**config.mk**
```make
export PLATFORM = sky130hd
export DESIGN_NAME = shift_add_multiplier
export DESIGN_NICKNAME = d
export VERILOG_FILES = /design/src/rtl/mult_pkg.sv /design/src/rtl/shift_add_datapath.sv /design/src/rtl/shift_add_multiplier.sv
export SDC_FILE = /design/constraint.sdc
export NUM_CORES = 1
export LEC_CHECK = 0
export ABC_AREA = 1
export BUFFER_PORTS_ARGS = -buffer_cell sky130_fd_sc_hd__buf_4
export CORE_MARGIN = 5
export CORE_UTILIZATION = 60
export DETAILED_ROUTE_END_ITERATION = 8
export PLACE_DENSITY = 0.9
export SLEW_MARGIN = 20
export SYNTH_ARGS = -nofsm -noshare
export SYNTH_HDL_FRONTEND = slang
export SYNTH_HIERARCHICAL = 1
export SYNTH_SLANG_ARGS = --single-unit
export TNS_END_PERCENT = 1
```
**constraint.sdc**
```tcl
create_clock -name clk -period 4 [get_ports clk]
set_input_delay 0.8 -clock clk [delete_from_list [all_inputs] [get_ports clk]]
set_output_delay 0.8 -clock clk [all_outputs]
set_load 0.01 [all_outputs]
```
**src/rtl/mult_pkg.sv**
```systemverilog
// Shared definitions for the shift-add multiplier.
//   state_t   : sequencer states IDLE / RUN / DONE (2-bit)
//   DEF_WIDTH : default operand/result width
//   DEF_FRAC  : default fractional bit count
//   cnt_w()   : width of the per-bit cycle counter
package mult_pkg;

   typedef enum logic [1:0] {
      ST_IDLE = 2'd0,
      ST_RUN  = 2'd1,
      ST_DONE = 2'd2
   } state_t;

   localparam int unsigned DEF_WIDTH = 10;
   localparam int unsigned DEF_FRAC  = 0;

   // At least one bit, so that WIDTH=1 still gets a legal counter.
   function automatic int unsigned cnt_w(input int unsigned width);
      return ($clog2(width) > 0) ? $clog2(width) : 1;
   endfunction

endpackage

```
**src/rtl/shift_add_datapath.sv**
```systemverilog
// Radix-2 shift-add datapath: accumulator, multiplier/multiplicand registers,
// bit counter and registered result.
//   clk, sclr_n        : clock, synchronous active-low clear
//   ld                 : capture a_in/b_in, clear acc and counter
//   shen               : perform one add-and-shift step, count it
//   ld_out             : register product/overflow from this step's result
//   a_in, b_in         : multiplicand, multiplier
//   cnt_done           : current step is the last (cnt == WIDTH-1)
//   p_out, ovf         : registered product slice and overflow flag
module shift_add_datapath
   import mult_pkg::*;
#(
   parameter int unsigned WIDTH = DEF_WIDTH,
   parameter int unsigned FRAC  = DEF_FRAC,
   parameter int unsigned CW    = cnt_w(WIDTH)
) (
   input  logic             clk,
   input  logic             sclr_n,
   input  logic             ld,
   input  logic             shen,
   input  logic             ld_out,
   input  logic [WIDTH-1:0] a_in,
   input  logic [WIDTH-1:0] b_in,
   output logic             cnt_done,
   output logic [WIDTH-1:0] p_out,
   output logic             ovf
);

   logic [WIDTH:0]     r_acc;
   logic [WIDTH-1:0]   r_mplr;
   logic [WIDTH-1:0]   r_mcand;
   logic [CW-1:0]      r_cnt;
   logic [WIDTH-1:0]   r_p;
   logic               r_ovf;

   logic [WIDTH-1:0]   w_addend;
   logic [WIDTH:0]     w_sum;
   logic [WIDTH:0]     w_acc_nxt;
   logic [WIDTH-1:0]   w_mplr_nxt;
   logic [2*WIDTH-1:0] w_prod;

   // The result registers are loaded from the post-shift values of the
   // final step, so the product is ready on the same edge that enters DONE.
   always_comb begin
      w_addend   = r_mplr[0] ? r_mcand : '0;
      w_sum      = r_acc + {1'b0, w_addend};
      w_acc_nxt  = {1'b0, w_sum[WIDTH:1]};
      w_mplr_nxt = {w_sum[0], r_mplr[WIDTH-1:1]};
      w_prod     = {w_acc_nxt[WIDTH-1:0], w_mplr_nxt};
   end

   assign cnt_done = (r_cnt == CW'(WIDTH-1));

   always_ff @(posedge clk) begin
      if (!sclr_n) begin
         r_acc   <= '0;
         r_mplr  <= '0;
         r_mcand <= '0;
         r_cnt   <= '0;
         r_p     <= '0;
         r_ovf   <= 1'b0;
      end else begin
         if (ld) begin
            r_mcand <= a_in;
            r_mplr  <= b_in;
            r_acc   <= '0;
            r_cnt   <= '0;
         end else if (shen) begin
            r_acc  <= w_acc_nxt;
            r_mplr <= w_mplr_nxt;
            r_cnt  <= r_cnt + 1'b1;
         end
         if (ld_out) begin
            r_p   <= w_prod[FRAC+WIDTH-1:FRAC];
            r_ovf <= |w_prod[2*WIDTH-1:FRAC+WIDTH];
         end
      end
   end

   assign p_out = r_p;
   assign ovf   = r_ovf;

endmodule

```
**src/rtl/shift_add_multiplier.sv**
```systemverilog
// Sequential unsigned fixed-point multiplier, one multiplier bit per cycle,
// with a start/busy/valid handshake shared with the divider.
//   clk, sclr_n  : clock, synchronous active-low reset
//   start        : request, sampled when not busy (IDLE or DONE)
//   a_in, b_in   : multiplicand, multiplier (captured on accepted start)
//   busy         : operation in progress (WIDTH cycles)
//   valid        : one-cycle pulse, new p_out/ovf
//   ovf          : product did not fit in WIDTH bits
//   p_out        : product in the operand Q-format, held until next result
module shift_add_multiplier
   import mult_pkg::*;
#(
   parameter int unsigned WIDTH = DEF_WIDTH,
   parameter int unsigned FRAC  = DEF_FRAC
) (
   input  logic             clk,
   input  logic             sclr_n,
   input  logic             start,
   input  logic [WIDTH-1:0] a_in,
   input  logic [WIDTH-1:0] b_in,
   output logic             busy,
   output logic             valid,
   output logic             ovf,
   output logic [WIDTH-1:0] p_out
);

   state_t r_state;
   logic   r_busy;
   logic   r_valid;

   logic   w_ld;
   logic   w_shen;
   logic   w_ld_out;
   logic   w_cnt_done;

   // DONE accepts a start exactly like IDLE, giving back-to-back operation.
   assign w_ld     = (r_state != ST_RUN) && start;
   assign w_shen   = (r_state == ST_RUN);
   assign w_ld_out = w_shen && w_cnt_done;

   always_ff @(posedge clk) begin
      if (!sclr_n) begin
         r_state <= ST_IDLE;
         r_busy  <= 1'b0;
         r_valid <= 1'b0;
      end else begin
         case (r_state)
            ST_RUN: begin
               if (w_cnt_done) begin
                  r_state <= ST_DONE;
                  r_busy  <= 1'b0;
                  r_valid <= 1'b1;
               end
            end
            default: begin
               r_valid <= 1'b0;
               if (start) begin
                  r_state <= ST_RUN;
                  r_busy  <= 1'b1;
               end else begin
                  r_state <= ST_IDLE;
                  r_busy  <= 1'b0;
               end
            end
         endcase
      end
   end

   shift_add_datapath #(
      .WIDTH (WIDTH),
      .FRAC  (FRAC)
   ) u_dp (
      .clk      (clk),
      .sclr_n   (sclr_n),
      .ld       (w_ld),
      .shen     (w_shen),
      .ld_out   (w_ld_out),
      .a_in     (a_in),
      .b_in     (b_in),
      .cnt_done (w_cnt_done),
      .p_out    (p_out),
      .ovf      (ovf)
   );

   assign busy  = r_busy;
   assign valid = r_valid;

endmodule

```
; Word-level counts from Yosys, hierarchy flattened
; Cells that the tools add are included.
[word_totals]
out_inout_bits = 13
in_bits = 23
reg_bits = 49
[op_classes]
n_bitwise = 1
add_sub_neg = 2
mux = 9
reduce_logical = 6
eq_ne = 4
[op_table]
columns = cell, n
row1 = 10-bit 2-to-1 mux, 3
row2 = 10-bit by 10-bit adder with 11-bit output, 1
row3 = 10-bit OR reduction, 1
row4 = "4-bit by 1-bit adder with 4-bit output, second input constant", 1
row5 = "4-bit == test, second input constant", 1
row6 = 1-bit 2-to-1 mux, 4
row7 = 2-bit 2-to-1 mux, 2
row8 = "2-bit by 1-bit inequality test with 1-bit output, second input constant", 2
row9 = "2-bit by 1-bit == test with 1-bit output, second input constant", 1
row10 = 1-bit logical AND, 2
row11 = 2-bit AND reduction, 1
row12 = 2-bit nonzero test, 1
row13 = 2-bit OR reduction, 1
row14 = 1-bit NOT, 1

; Depth between registers and ports, before layout
; Gate-level depths: netlist of run 1.
[depth]
ltp_word = 4
mapped_depth = 16
ltp_nobuf = 14

; Cells and area by module
; Netlist of run 1, hierarchy kept.
[modules_own_cells]
columns = module, cells_per_inst, seq_area_each_um2, area_each_um2, instances
row1 = shift_add_datapath, 345, 900.9, 2369.8, 1
row2 = shift_add_multiplier, 17, 60.1, 121.4, 1

; Worst setup path before layout of run 1
; OpenSTA, ideal clock, no wires.
[synth_timing]
path_kind = flip-flop to flip-flop
from = register u_dp.r_mplr[0]
to = register u_dp.r_acc[7]
arrival_time_ns = 1.941
path_stages_with_launch = 15
t_required_ns = 3.885
setup_slack_ns = 1.943
cell_sequence = dfxtp_1 -> clkbuf_1 -> nand2_1 -> inv_1 -> ha_1 -> inv_1 -> fa_1 -> inv_1 -> nand2_1 -> nand2_1 -> nand3_1 -> nand3_1 -> nand2_1 -> o21ai_0 -> inv_1
[synth_between]
elab_chain_cells = 2
[synth_rtl]
columns = element, line
row1 = start: declaration, shift_add_datapath.sv:30  ; logic [WIDTH-1:0] r_mplr;
row2 = start signal: assignment, shift_add_datapath.sv:65  ; r_mplr <= b_in;
row3 = start signal: assignment, shift_add_datapath.sv:70  ; r_mplr <= w_mplr_nxt;
row4 = 10-bit 2-to-1 mux, shift_add_datapath.sv:45  ; w_addend = r_mplr[0] ? r_mcand : '0;
row5 = 10-bit by 10-bit adder with 11-bit output, shift_add_datapath.sv:46  ; w_sum = r_acc + {1'b0, w_addend};
row6 = end signal: assignment, shift_add_datapath.sv:69  ; r_acc <= w_acc_nxt;
row7 = end: declaration, shift_add_datapath.sv:29  ; logic [WIDTH:0] r_acc;
; No other way between the ends.
; A chain may end at the register's enable or synchronous reset.

; Worst setup path after layout of run 1
[layout_timing]
from = register r_state[1]
to = register u_dp.r_mplr[7]
[layout_between]
word_cells_on_any_way = 5
classes_between = 2 x eq/ne / 1 x mux / 2 x reduce/logical
[layout_lines]
columns = element, line
row1 = start: declaration, shift_add_multiplier.sv:27  ; state_t r_state;
row2 = start signal: assignment, shift_add_multiplier.sv:43  ; r_state <= ST_IDLE;
row3 = start signal: assignment, shift_add_multiplier.sv:50  ; r_state <= ST_DONE;
row4 = start signal: assignment, shift_add_multiplier.sv:58  ; r_state <= ST_RUN;
row5 = 2-bit by 1-bit == test with 1-bit output, shift_add_multiplier.sv:38  ; assign w_shen = (r_state == ST_RUN);
row6 = net w_shen, shift_add_multiplier.sv:32  ; logic w_shen;
row7 = 2-bit nonzero test (no source line), -
; The timed path passes the listed nets, and every way through them passes these cells.

==> results of run 1 <==
-- worst reg2reg max path, stage by stage, from the launching register on --
cell and delay [ps]:
dfxtp_1 330, inv_2 50, nand2_2 70, inv_2 170
nor2_1 620, inv_1 520, nand2_1 420, o221ai_1 190
a21oi_1 160
-- through the flow --
step | setup WS [ps] | power [mW] | hold slack, ps | instance area (um^2)
finish | 1400 | 0.990 | 481 | 2860
global placement | 1320 | 0.703 | 465 | 2770
CTS | 1420 | 0.993 | 486 | 2860
floorplan | 1940 | 0.660 | 446 | 2490
detailed placement | 1170 | 0.711 | 467 | 2770
global route | 1110 | 1.04 | 507 | 2860
-- flip-flops by register name (all words and copies together), names as in the netlist --
name and count:
u_dp/r_cnt 4, u_dp/r_mcand 10, u_dp/ovf 1, r_state 1
busy 1, u_dp/r_acc 10, valid 1, u_dp/p_out 10
u_dp/r_mplr 10
-- cells in the final DEF, fill, tap and decap left out, drive strengths merged --
| master | n |
|---|---|
| a211oi | 1 |
| a21o | 1 |
| a21oi | 28 |
| a31oi | 1 |
| buf | 36 |
| clkbuf | 7 |
| clkinv | 1 |
| dfxtp | 48 |
| fa | 1 |
| ha | 12 |
| inv | 62 |
| nand2 | 77 |
| nand3 | 17 |
| nand3b | 1 |
| nand4 | 4 |
| nor2 | 54 |
| o211ai | 5 |
| o21ai | 27 |
| o21bai | 1 |
| o221ai | 10 |
-- cell type report --
type / instances / area, um^2 / area share [%]
Clock inverter: 1 / 8.76 / 0.307
Sequential cell: 48 / 961 / 33.6
Timing Repair Buffer: 36 / 270 / 9.46
Multi-Input combinational cell: 240 / 1240 / 43.6
Clock buffer: 7 / 76.3 / 2.67
Inverter: 62 / 233 / 8.15
Tap cell: 50 / 62.6 / 2.19
-- report_power, final --
| part | internal, mW | leakage, nW | total, mW | switching, mW |
|---|---|---|---|---|
| Clock | 0.125 | 0.0424 | 0.285 | 0.160 |
| Combinational | 0.0626 | 1.08 | 0.171 | 0.108 |
| Sequential | 0.511 | 0.393 | 0.534 | 0.0230 |
-- worst max-delay path by stage --
stage,cells after the start,end,start
final,8,u_dp/r_mplr[7],r_state[1]
after global routing,8,u_dp/r_mplr[7],r_state[1]
after CTS,8,u_dp/r_mplr[7],r_state[1]
after detailed placement,7,u_dp/r_mplr[7],start
after global placement,7,u_dp/r_mplr[4],start
after floorplan,14,u_dp/r_acc[7],u_dp/r_mplr[0]
-- routing by layer --
metal	part of all wire [%]	GRT usage, %	wire length (um)
met3	4.6	5.81	268
met5	0	0	0
met4	2.3	9.88	137
met2	49	38.6	2900
met1	44	26.7	2560
-- logic make-up after synthesis --
group           share of synthesized area (%)
simple gates                             25.8
compound gates                           17.4
buf+inv                                  11.5
flops                                    38.6
fa+ha+maj                                6.83
==> impl_metrics.csv, run 1 <==
group,metric,value,unit
status,status,"completed",
floorplanning,core-area,4000,um^2
floorplanning,die_w,74.4,um
run,cap_violations,0,
yosys,synth_commonest_cells,"nand2_1 (71), inv_1 (58), nor2_1 (51)",
critical_path,crit_arrival,2840,ps
critical_path,crit_family,"simple AND/OR/NAND/NOR gates",
critical_path,cp_slowest_cell,"nor2_1",
layout,area_growth,14.7,%
layout,fin_nets,429,
pwr,ir_worst_vdd,0.264,mV
critical_path,startpoint_type,"register",
pwr,leakagePower,1.52,nW
clock_tree,root_buffer,"clkbuf_8",
clock_tree,clockBufferDepth,2,
route,ant_nets,0,
timing,finClkSkew,10.6,ps
worst_hold_path,holdPathEnd,"u_dp/r_mplr[1]",
route,wl_per_cell,13.2,um
clock_tree,cts_tree,"yes",
yosys,netlist_top_cells_area,"dfxtp_1 (39%), nand2_1 (11%), inv_1 (8.7%), nor2_1 (7.7%), ha_1 (6.0%)",
route,drt_first_pass_iters,4,
layout,drive_gt1_share,14.7,%
clock_tree,hold_buffers,0,
timing,rsz0062_at_grt,"false",
yosys,synthFlopType,"dfxtp_1",
route,drc,0,
clock_tree,cts_resized,0,
worst_hold_path,hold_class,"reg -> reg",
yosys,synth_edf_count,0,
pwr,pwr_density_cell,346,nW/um^2
yosys,ys_seq_area_share,38.6,%
timing,min_period,2600,ps
global_routing,antenna_found_initial,0,
critical_path,end_kind,"register",
yosys,ys_types,25,
critical_path,critPathMaxFanout,24,
floorplanning,start_util,62.3,%
yosys,synth_cells,362,
placement,dp.final_hpwl,4300,um
global_routing,grt_max_degree,36,
critical_path,r2r-end,"u_dp/r_mplr[7]",
critical_path,cpMostUsedCell,"inv_2",
timing,period_share,64.9,%
layout,num_antenna_cells,0,
timing,slew_headroom,50.3,%
worst_hold_path,hold_path_depth,2,
placement,dp.cells,436,
layout,fill_cells,339,
timing,worst_slew_pin_slew,742,ps
floorplanning,die_h,74.4,um
global_routing,grt_overflow,0,
clock_tree,clk_latency,310,ps
yosys,synth_area,2490,um^2
critical_path,r2r_cells,8,
route,drtIter0Drc,201,
critical_path,crit_buf_inv,3,
worst_hold_path,hold_path.startpoint,"u_dp/r_mplr[2]",
yosys,ys_ff_latch,48,
clock_tree,cts_setup_buffers,0,
critical_path,cpPeakStageDelay,620,ps
yosys,syn_area_per_cell,6.88,um^2
timing,slew_viol_final,0,
yosys,async_reset_ff_share,0,%
layout,fin_util,71.4,%
floorplanning,dieArea,5540,um^2
clock_tree,cts_sinks,48,
timing,hold_viol_final,0,
yosys,syn_nets,398,
timing,tns,0,ps
layout,final_cells,444,
critical_path,r2r_slack,1400,ps
clock_tree,path_clk_slew,90,ps
yosys,yosysMostFrequentCell,"nand2_1",
critical_path,path_class,"reg -> reg",
route,finalWirelength,5860,um
global_routing,grt.total_usage,22.6,%
critical_path,r2r_start,"r_state[1]",
global_routing,grt_pass1_wl,9760,um
critical_path,crit_path_cell_trace,"inv_2, nand2_2, inv_2, nor2_1, inv_1, nand2_1, o221ai_1, a21oi_1",
timing,fmax,385,MHz
placement,port_buffers,35,
route,vias,2365,
floorplanning,rows,23,
yosys,yosys.area.top_type,"dfxtp_1",
global_routing,grt_pass1_vias,2266,
yosys,synth_top_area_share,38.6,%
clock_tree,cts_htree_levels,2,
critical_path,worstPathRequired,4240,ps
floorplanning,ios,36,
placement,gp_routability_congestion,0.881,
yosys,ys_warn_count,6,
timing,finalSetupViolations,0,
clock_tree,cts_buffers,5,
route,viasPerCell,5.33,
Power figures use the tool's default switching activity.
==> run 2: changes to the inputs <==
--- a/config.mk
+++ b/config.mk
@@ -8,9 +8,9 @@
 export ABC_AREA = 1
 export BUFFER_PORTS_ARGS = -buffer_cell sky130_fd_sc_hd__buf_4
 export CORE_MARGIN = 5
-export CORE_UTILIZATION = 60
+export CORE_UTILIZATION = 51
 export DETAILED_ROUTE_END_ITERATION = 8
-export PLACE_DENSITY = 0.9
+export PLACE_DENSITY = 0.82
 export SLEW_MARGIN = 20
 export SYNTH_ARGS = -nofsm -noshare
 export SYNTH_HDL_FRONTEND = slang
==> constraint.sdc (replaced) <==
create_clock -name clk -period 2.3 [get_ports clk]
set_input_delay 0.46 -clock clk [delete_from_list [all_inputs] [get_ports clk]]
set_output_delay 0.46 -clock clk [all_outputs]
set_load 0.01 [all_outputs]
==> run 2 against run 1 <==
  * Worst hold slack worse by 100 ps
  * Global-route usage is 3.7 points lower
  * Fmax is 26% higher
  * Wire length is 0.39% lower
  * Highest routed layer unchanged
==> impl_metrics.csv, run 2 (synthesis results as in run 1) <==
group,metric,value,unit
timing,fmax,484,MHz
clock_tree,root_buffer,"clkbuf_8",
critical_path,worstPathRequired,2490,ps
floorplanning,rows,25,
critical_path,r2r_slack,230,ps
global_routing,grt_max_degree,35,
timing,slew_viol_final,0,
critical_path,r2r-end,"u_dp/ovf",
clock_tree,cts_tree,"yes",
floorplanning,dieArea,6380,um^2
critical_path,r2r_start,"u_dp/r_mplr[0]",
critical_path,crit_arrival,2260,ps
run,cap_violations,0,
route,drtIter0Drc,221,
layout,fin_nets,434,
clock_tree,path_clk_slew,100,ps
timing,slew_headroom,55.2,%
layout,register_area,961,um^2
timing,worst_slew_pin_slew,672,ps
worst_hold_path,holdPathEnd,"u_dp/r_mcand[1]",
floorplanning,core-area,4720,um^2
global_routing,grt_overflow,0,
layout,num_antenna_cells,0,
layout,fin_area,2930,um^2
timing,hold_viol_final,0,
floorplanning,start_util,52.7,%
pwr,total_power,1.78,mW
route,drc,0,
layout,final_cells,466,
clock_tree,clockBufferDepth,2,
global_routing,antenna_found_initial,0,
route,drt_first_pass_iters,6,
layout,layout_common_cells,"nand2_1 (71), inv_1 (58), nor2_1 (51)",
timing,rsz0062_at_grt,"false",
status,status,"completed",
placement,port_buffers,35,
worst_hold_path,hold_class,"in -> reg",
timing,finalSetupViolations,0,
timing,min_period,2070,ps
layout,area_growth,17.6,%
route,finalWirelength,5840,um
floorplanning,die_h,79.9,um
clock_tree,cts_buffers,5,
global_routing,grt_pass1_wl,9740,um
layout,fill_cells,431,
route,viasPerCell,5.18,
critical_path,critPathMaxFanout,8,
timing,holdWs,378,ps
clock_tree,cts_htree_levels,2,
layout,final_common_cell,"nand2_1",
clock_tree,cts_resized,0,
pwr,pwr_density_cell,607,nW/um^2
placement,gp_routability_congestion,0.913,
critical_path,startpoint_type,"register",
clock_tree,cts_sinks,48,
global_routing,grt_pass1_vias,2249,
placement,dp.cells,458,
pwr,leakagePower,1.55,nW
floorplanning,die_w,79.9,um
clock_tree,cts_setup_buffers,0,
placement,dp.final_hpwl,4250,um
route,wl_per_cell,12.5,um
worst_hold_path,hold_path.startpoint,"a_in[1]",
route,ant_nets,0,
critical_path,path_class,"reg -> reg",
route,vias,2416,
layout,drive_gt1_share,16.5,%
placement,dpl-instance-area,2830,um^2
critical_path,r2r_cells,15,
floorplanning,ios,36,
layout,multi_input_area,1250,um^2
timing,period_share,89.8,%
pwr,ir_worst_vdd,0.395,mV
clock_tree,hold_buffers,0,
critical_path,end_kind,"register",
clock_tree,clk_latency,300,ps
worst_hold_path,hold_path_depth,3,
timing,finClkSkew,8.86,ps
timing,tns,0,ps
global_routing,grt.total_usage,19.0,%
-- run 2: worst max-delay path by stage --
stage / slack, ps / cells after the start / endpoint / startpoint
floorplan: 240 / 14 / u_dp/r_acc[7] / u_dp/r_mplr[0]
global placement: 330 / 7 / u_dp/r_mplr[0] / start
detailed placement: 270 / 13 / u_dp/ovf / u_dp/r_mplr[0]
CTS: 250 / 13 / u_dp/ovf / u_dp/r_mplr[0]
global route: 20 / 13 / u_dp/ovf / u_dp/r_mplr[0]
finish: 230 / 15 / u_dp/ovf / u_dp/r_mplr[0]
-- run 2: critical path, cell delays in order (launching register included) --
cell     delay, ps
dfxtp_1        360
buf_4          170
nand2_1        110
inv_1           60
ha_1           420
nand2_2         80
nand2_2         70
inv_2           40
nand2_1         90
nand2_1        100
nand2_1         70
nand2_1         50
nand2_1         80
nand2_1         70
nor2_1         120
a21oi_1         70
-- run 2: layer usage --
layer,global-route usage [%],wire length [um],vias up
li1,-,-,1233
met3,4.29,322,8
met1,23.7,2630,1087
met4,4.39,68,0
met5,0,0,-
met2,32.9,2820,88
-- run 2: final cells by class --
cell class                      count  area share, %
Clock inverter                      2          0.470
Multi-Input combinational cell    240           42.6
Tap cell                           67           2.86
Clock buffer                        6           2.82
Inverter                           62           7.95
Timing Repair Buffer               41           10.5
Sequential cell                    48           32.8
-- run 2: per-stage QoR --
| step | setup slack [ps] | util [%] |
|---|---|---|
| after CTS | 253 | 62.0 |
| after global placement | 330 | 59.9 |
| after detailed placement | 267 | 59.9 |
| after floorplan | 243 | - |
| final | 234 | 62.0 |
| after global routing | 17.0 | 62.0 |
-- run 2: report_power, final --
group | internal (mW) | total (mW) | switching, mW
sequential | 0.888 | 0.926 | 0.0372
clock | 0.246 | 0.539 | 0.293
combinational | 0.120 | 0.314 | 0.194
